==> config.mk <==
export PLATFORM = sky130hd
export DESIGN_NAME = mar_mdr_mem_ctrl_flat
export DESIGN_NICKNAME = d
export VERILOG_FILES = /design/src/rtl/mar_mdr_mem_ctrl_if.sv /design/src/rtl/mar_mdr_mem_ctrl.sv /design/src/flat_wrapper.sv
export SDC_FILE = /design/constraint.sdc
export NUM_CORES = 1
export LEC_CHECK = 0
export BUFFER_PORTS_ARGS = -buffer_cell sky130_fd_sc_hd__buf_2
export CORE_AREA = 8 8 109 111
export DETAILED_ROUTE_END_ITERATION = 12
export DIE_AREA = 0 0 117 119
export PLACE_DENSITY = 0.54
export SYNTH_ARGS = -nofsm -noshare
export SYNTH_HDL_FRONTEND = slang
export SYNTH_SLANG_ARGS = --single-unit
==> constraint.sdc <==
create_clock -name i_clk -period 2.68 [get_ports i_clk]
set_clock_uncertainty 0.15 [all_clocks]
set_input_delay 0.268 -clock i_clk [delete_from_list [all_inputs] [get_ports i_clk]]
set_output_delay 0.268 -clock i_clk [all_outputs]
set_load 0.005 [all_outputs]
==> src/rtl/mar_mdr_mem_ctrl_if.sv <==
// ----------------------------------------------------------------------------
// mar_mdr_mem_ctrl_if
//   Groups the datapath-side load controls, the CPU memory handshake, the SRAM
//   pins and the board I/O used by mar_mdr_mem_ctrl.
//   master : the environment (bus module, control FSM, SRAM and board)
//   slave  : the controller itself
//   Signals:
//     bus_in[15:0]     datapath bus value to load into MAR/MDR
//     ld_mar, ld_mdr   register load strobes
//     mio_en           1: MDR loads from memory/I/O reads, 0: from bus_in
//     mem_req, mem_rw  access request and direction (1 = write)
//     mem_ready        one-cycle completion pulse
//     mar_out, mdr_out register values back to the bus module
//     mem_addr, mem_wdata, mem_rdata, mem_ce_n, mem_oe_n, mem_we_n  SRAM pins
//     switches         board switches, read at the I/O address
//     hex_out          hex display register, written at the I/O address
// ----------------------------------------------------------------------------
interface mar_mdr_mem_ctrl_if;
   logic [15:0] bus_in;
   logic        ld_mar;
   logic        ld_mdr;
   logic        mio_en;
   logic        mem_req;
   logic        mem_rw;
   logic        mem_ready;
   logic [15:0] mar_out;
   logic [15:0] mdr_out;
   logic [15:0] mem_addr;
   logic [15:0] mem_wdata;
   logic [15:0] mem_rdata;
   logic        mem_ce_n;
   logic        mem_oe_n;
   logic        mem_we_n;
   logic [15:0] switches;
   logic [15:0] hex_out;

   modport master (
      output bus_in, ld_mar, ld_mdr, mio_en, mem_req, mem_rw, mem_rdata, switches,
      input  mem_ready, mar_out, mdr_out, mem_addr, mem_wdata, mem_ce_n, mem_oe_n, mem_we_n,
             hex_out
   );

   modport slave (
      input  bus_in, ld_mar, ld_mdr, mio_en, mem_req, mem_rw, mem_rdata, switches,
      output mem_ready, mar_out, mdr_out, mem_addr, mem_wdata, mem_ce_n, mem_oe_n, mem_we_n,
             hex_out
   );
endinterface

==> src/rtl/mar_mdr_mem_ctrl.sv <==
// ----------------------------------------------------------------------------
// mar_mdr_mem_ctrl
//   MAR/MDR load side of the datapath bus, multi-cycle SRAM handshake and
//   memory-mapped I/O decode (switches read / hex display written at IO_ADDR).
//   Ports:
//     i_clk    system clock, rising edge
//     i_rst_n  asynchronous active-low reset
//     bus      mar_mdr_mem_ctrl_if.slave, see interface file for signal list
//   Parameters:
//     WAIT_CYCLES  SRAM access-state length in cycles (>= 1)
//     IO_ADDR      address decoded as I/O
// ----------------------------------------------------------------------------
module mar_mdr_mem_ctrl #(
   parameter int unsigned WAIT_CYCLES = 2,
   parameter logic [15:0] IO_ADDR     = 16'hFFFF
) (
   input logic               i_clk,
   input logic               i_rst_n,
   mar_mdr_mem_ctrl_if.slave bus
);

   localparam int unsigned CntW = (WAIT_CYCLES > 1) ? $clog2(WAIT_CYCLES) : 1;
   localparam logic [CntW-1:0] CntLoad = CntW'(WAIT_CYCLES - 1);

   typedef enum logic [1:0] {StIdle, StAccess, StDone} state_e;

   state_e          r_state;
   logic [CntW-1:0] r_cnt;
   logic            r_rw;
   logic            r_io_hit;
   logic [15:0]     r_mar;
   logic [15:0]     r_mdr;
   logic [15:0]     r_hex;
   logic            r_ready;
   logic            r_ce_n;
   logic            r_oe_n;
   logic            r_we_n;

   logic            w_io_hit;

   // Decode uses the MAR value held before the request edge.
   assign w_io_hit = (r_mar == IO_ADDR);

   // Strobes are set from the next state so they are clean flop outputs that are
   // asserted for exactly the ACCESS cycles; the async reset forces them high at once.
   always_ff @(posedge i_clk or negedge i_rst_n) begin
      if (!i_rst_n) begin
         r_state  <= StIdle;
         r_cnt    <= '0;
         r_rw     <= 1'b0;
         r_io_hit <= 1'b0;
         r_mar    <= '0;
         r_mdr    <= '0;
         r_hex    <= '0;
         r_ready  <= 1'b0;
         r_ce_n   <= 1'b1;
         r_oe_n   <= 1'b1;
         r_we_n   <= 1'b1;
      end else begin
         r_ready <= 1'b0;
         unique case (r_state)
            StIdle: begin
               if (bus.mem_req) begin
                  // A request edge blocks both register loads.
                  r_state  <= StAccess;
                  r_rw     <= bus.mem_rw;
                  r_io_hit <= w_io_hit;
                  r_cnt    <= w_io_hit ? '0 : CntLoad;
                  r_ce_n   <= w_io_hit;
                  r_oe_n   <= w_io_hit | bus.mem_rw;
                  r_we_n   <= w_io_hit | ~bus.mem_rw;
               end else begin
                  if (bus.ld_mar) begin
                     r_mar <= bus.bus_in;
                  end
                  if (bus.ld_mdr && !bus.mio_en) begin
                     r_mdr <= bus.bus_in;
                  end
               end
            end
            StAccess: begin
               if (r_cnt == '0) begin
                  if (!r_rw) begin
                     r_mdr <= r_io_hit ? bus.switches : bus.mem_rdata;
                  end else if (r_io_hit) begin
                     r_hex <= r_mdr;
                  end
                  r_state <= StDone;
                  r_ready <= 1'b1;
                  r_ce_n  <= 1'b1;
                  r_oe_n  <= 1'b1;
                  r_we_n  <= 1'b1;
               end else begin
                  r_cnt <= r_cnt - 1'b1;
               end
            end
            StDone: begin
               r_state <= StIdle;
            end
            default: begin
               r_state <= StIdle;
            end
         endcase
      end
   end

   assign bus.mem_ready = r_ready;
   assign bus.mar_out   = r_mar;
   assign bus.mdr_out   = r_mdr;
   assign bus.mem_addr  = r_mar;
   assign bus.mem_wdata = r_mdr;
   assign bus.mem_ce_n  = r_ce_n;
   assign bus.mem_oe_n  = r_oe_n;
   assign bus.mem_we_n  = r_we_n;
   assign bus.hex_out   = r_hex;

endmodule

==> src/flat_wrapper.sv <==
// flat-port wrapper written by rule: the top's interface ports become plain ports
module mar_mdr_mem_ctrl_flat 
#(
   parameter int unsigned WAIT_CYCLES = 2,
   parameter logic [15:0] IO_ADDR     = 16'hFFFF
)
  (i_clk, i_rst_n, bus_bus_in, bus_ld_mar, bus_ld_mdr, bus_mio_en, bus_mem_req, bus_mem_rw, bus_mem_rdata, bus_switches, bus_mem_ready, bus_mar_out, bus_mdr_out, bus_mem_addr, bus_mem_wdata, bus_mem_ce_n, bus_mem_oe_n, bus_mem_we_n, bus_hex_out);
  mar_mdr_mem_ctrl_if bus_i ();
  input logic i_clk;
  input logic i_rst_n;
  input wire logic [$bits(bus_i.bus_in)-1:0] bus_bus_in;
  input wire logic [$bits(bus_i.ld_mar)-1:0] bus_ld_mar;
  input wire logic [$bits(bus_i.ld_mdr)-1:0] bus_ld_mdr;
  input wire logic [$bits(bus_i.mio_en)-1:0] bus_mio_en;
  input wire logic [$bits(bus_i.mem_req)-1:0] bus_mem_req;
  input wire logic [$bits(bus_i.mem_rw)-1:0] bus_mem_rw;
  input wire logic [$bits(bus_i.mem_rdata)-1:0] bus_mem_rdata;
  input wire logic [$bits(bus_i.switches)-1:0] bus_switches;
  output wire logic [$bits(bus_i.mem_ready)-1:0] bus_mem_ready;
  output wire logic [$bits(bus_i.mar_out)-1:0] bus_mar_out;
  output wire logic [$bits(bus_i.mdr_out)-1:0] bus_mdr_out;
  output wire logic [$bits(bus_i.mem_addr)-1:0] bus_mem_addr;
  output wire logic [$bits(bus_i.mem_wdata)-1:0] bus_mem_wdata;
  output wire logic [$bits(bus_i.mem_ce_n)-1:0] bus_mem_ce_n;
  output wire logic [$bits(bus_i.mem_oe_n)-1:0] bus_mem_oe_n;
  output wire logic [$bits(bus_i.mem_we_n)-1:0] bus_mem_we_n;
  output wire logic [$bits(bus_i.hex_out)-1:0] bus_hex_out;
  assign bus_i.bus_in = bus_bus_in;
  assign bus_i.ld_mar = bus_ld_mar;
  assign bus_i.ld_mdr = bus_ld_mdr;
  assign bus_i.mio_en = bus_mio_en;
  assign bus_i.mem_req = bus_mem_req;
  assign bus_i.mem_rw = bus_mem_rw;
  assign bus_i.mem_rdata = bus_mem_rdata;
  assign bus_i.switches = bus_switches;
  assign bus_mem_ready = bus_i.mem_ready;
  assign bus_mar_out = bus_i.mar_out;
  assign bus_mdr_out = bus_i.mdr_out;
  assign bus_mem_addr = bus_i.mem_addr;
  assign bus_mem_wdata = bus_i.mem_wdata;
  assign bus_mem_ce_n = bus_i.mem_ce_n;
  assign bus_mem_oe_n = bus_i.mem_oe_n;
  assign bus_mem_we_n = bus_i.mem_we_n;
  assign bus_hex_out = bus_i.hex_out;
  mar_mdr_mem_ctrl #(.WAIT_CYCLES(WAIT_CYCLES), .IO_ADDR(IO_ADDR)) u_core (.i_clk(i_clk), .i_rst_n(i_rst_n), .bus(bus_i));
endmodule
==> out/summary.txt <==
Period Utilization, post-route = 85.5%
Worst Path Arrival = 2.36 ns
first-pass GRT wire length = 12.6 mm
cell taking the most area after synthesis = dfrtp_1
Max-slew headroom = 44.9%
global-route usage over all layers = 11.8%
Hold Vio Cnt, Final = 0
Netlist cell types = 26
num ports = 139
area share of the largest cell type after synthesis = 47.3%
CTS tree = done
Clock Latency Late Sink = 0.33 ns
Comb power frac = 42.1%
Area contributors post-synth = dfrtp_1 47%, mux2_2 32%, buf_4 8.9%, dfstp_2 2.8%, nand4_1 0.88%
pin count of the biggest net entering global routing = 38
Seq pwr share = 36.8%
Ys Warns = 0
Period minus WS final = 2.29 ns
Clock power frac = 21.1%
Avg Cell Area, Syn = 13.8 µm²
Async SR Flop Fraction = 100%
Synth Cell Area = 2860 µm²
Mapped Nets = 262
Post-DRT Antenna Nets = 0
max-cap viol count = 0
largest stage delay on the critical path = 0.59 ns
Vias = 2,037
layout cell share with drive strength beyond 1 = 77.0%
Reg clk slew, reported paths = 0.07 ns
type of the tightest min-delay check = primary input to flip-flop
most frequent cell after synthesis = mux2_2
GRT overflow = 0
worst slew pin tran = 0.827 ns
Die Area = 13,900 µm²
ys flop type = dfrtp_1
fmax = 436 MHz
nets@finish = 381
DR vias/cell = 4.36
mean routed wirelength per cell = 16.9 µm
Final HPWL DP = 6.22 mm
Ant. Diodes = 0
synthesized flop and latch total = 57
commonest cells in the synthesized netlist = 81 x mux2_2, 54 x dfrtp_1, 34 x buf_4
cell class contributing the biggest share of worst-path delay = simple AND/OR/NAND/NOR gates
worst hold slack = 0.0260 ns
CTS Root Cell = clkbuf_8
Die Ht = 119 µm
Initial Util = 28.3%
CP Capture Type = flip-flop
Static Leak = 1.79 nW
Cells after Synth = 207
cell internal pwr = 3.11 mW
# Post-CTS Setup Buffers = 0
IO buf count = 138
RSZ-0062 raised after global routing = false
clk sinks = 57
post-route core utilization = 37.4%
CP Buf/Inv Count = 0
final slew viol count = 0
Clock Path Buffers = 2
sw frac = 33.2%
Die W = 117 µm
initial antenna violation count = 0
Std-Cell Rows = 37
Crit-path slowest cell = or4b_4
worst path cell trace = or4b_4, a21oi_4, mux2_2
vias in the first global route = 2,291
Pre-antenna DRT Iters = 4
area grow syn2layout = 31.9%
Critical Path Start Type = flip-flop
core area = 10,100 µm²
Post-synth EDFFs = 0
Inserted Clock Buffers = 9
P per Cell Area = 1240 nW/µm²
drt drc = 0
count of cells resized by post-cts repair = 0
status = completed
final WL = 7.88 mm
Fillers = 1,025
GP Congestion = 0.714
Iter 0 DRT Violations = 42
hold bufs inserted after CTS = 2
Critical Path RT = 2.74 ns
setup TNS = 0 ns
register area share after synthesis = 50.0%
switching power = 1.55 mW
endpoints failing setup = 0
Max IR drop VDD = 435 µV
H-Tree Level Count = 3
CP Max Fanout = 16
critical path class = flip-flop to flip-flop
-- metal layers --
layer | part of all wire (%) | vias to the layer above | wire length [µm] | track usage, %
met3 | 7.8 | 8 | 613 | 3.59
met2 | 49 | 81 | 3880 | 19.1
li1 | - | 950 | - | -
met4 | 0.91 | 0 | 72 | 3.84
met1 | 42 | 998 | 3320 | 14.6
met5 | 0 | - | 0 | 0
-- path summary, 6_finish.rpt --
kind | start | endpoint | slack, ns | cells past startpoint
setup / recovery | u_core.r_state[0]$_DFFE_PN0P_ | u_core.bus.mdr_out[6]$_DFFE_PN0P_ | 0.39 | 3
hold / removal | bus_bus_in[7] | u_core.bus.mar_out[7]$_DFFE_PN0P_ | 0.03 | 2
setup reg to reg | u_core.r_state[0]$_DFFE_PN0P_ | u_core.bus.mdr_out[6]$_DFFE_PN0P_ | 0.39 | 3
hold reg to reg | u_core.bus.hex_out[15]$_DFFE_PN0P_ | u_core.bus.hex_out[15]$_DFFE_PN0P_ | 0.35 | 1
max in group asynchronous | i_rst_n | u_core.bus.mdr_out[2]$_DFFE_PN0P_ | 1.27 | 3
min in group asynchronous | i_rst_n | u_core.r_state[0]$_DFFE_PN0P_ | 0.43 | 2
-- area by class of cell --
cell class                      count  area [µm²]  area share (%)
Multi-Input combinational cell    107        1130            29.9
Clock buffer                        9         124            3.29
Tap cell                          136         170            4.51
Sequential cell                    57        1430            37.9
Inverter                            1        3.75          0.0996
Clock inverter                      7         118            3.12
Timing Repair Buffer              150         798            21.2
-- registers in the layout, summed over array words and instances, names as in the netlist --
name and count:
u_core.bus.mem_ce_n 1, u_core.r_state 2, u_core.bus.mem_ready 1, u_core.r_rw 1, u_core.bus.hex_out 16, u_core.r_cnt 1
u_core.bus.mem_we_n 1, u_core.bus.mem_oe_n 1, u_core.bus.mar_out 16, u_core.r_io_hit 1, u_core.bus.mdr_out 16
-- metrics by stage --
| step | cell area [µm²] | cells | worst slack, ns | power (mW) |
|---|---|---|---|---|
| final | 3770 | 467 | 0.389 | 4.66 |
| after global routing | 3770 | 467 | 0.277 | 5.02 |
| after CTS | 3770 | 467 | 0.349 | 4.78 |
| after detailed placement | 3510 | 449 | 0.386 | 3.76 |
| after global placement | 3510 | 449 | 0.415 | 3.73 |
| after floorplan | 2860 | 207 | 0.666 | 3.06 |
-- power by group through the flow --
stage	clock, mW	sequential, mW	combinational [mW]
after floorplan	0	1.65	1.40
after global placement	0	1.72	2.01
after detailed placement	0	1.74	2.02
after CTS	1.02	1.73	2.03
after global routing	1.06	1.81	2.15
final	0.986	1.72	1.96
-- worst register-to-register path: stages (launching register included) --
cell     delay [ns]
dfrtp_1        0.49
or4b_4         0.59
a21oi_4        0.53
mux2_2         0.41
-- logic make-up (layout without fill, tap and decap cells) --
kind of cell	Yosys count	after routing	synth area share (%)
flops	57	57	50.0
mux	82	82	32.3
simple gates	18	18	4.82
compound gates	7	7	1.93
buf+inv	43	167	10.9
-- cell usage in the layout (no fill, tap or decap), drive strengths merged, types with 2 or more instances in the layout --
master and instances:
buf 148, a21oi 3, clkbuf 9, dfrtp 54, clkinv 3, nor3b 3, bufinv 3, dlygate4sd3 2
nor2 2, nor3 3, mux2 81, dfstp 3, a31oi 2, nand4 4, inv 2
(Power assumes the default switching activity.)
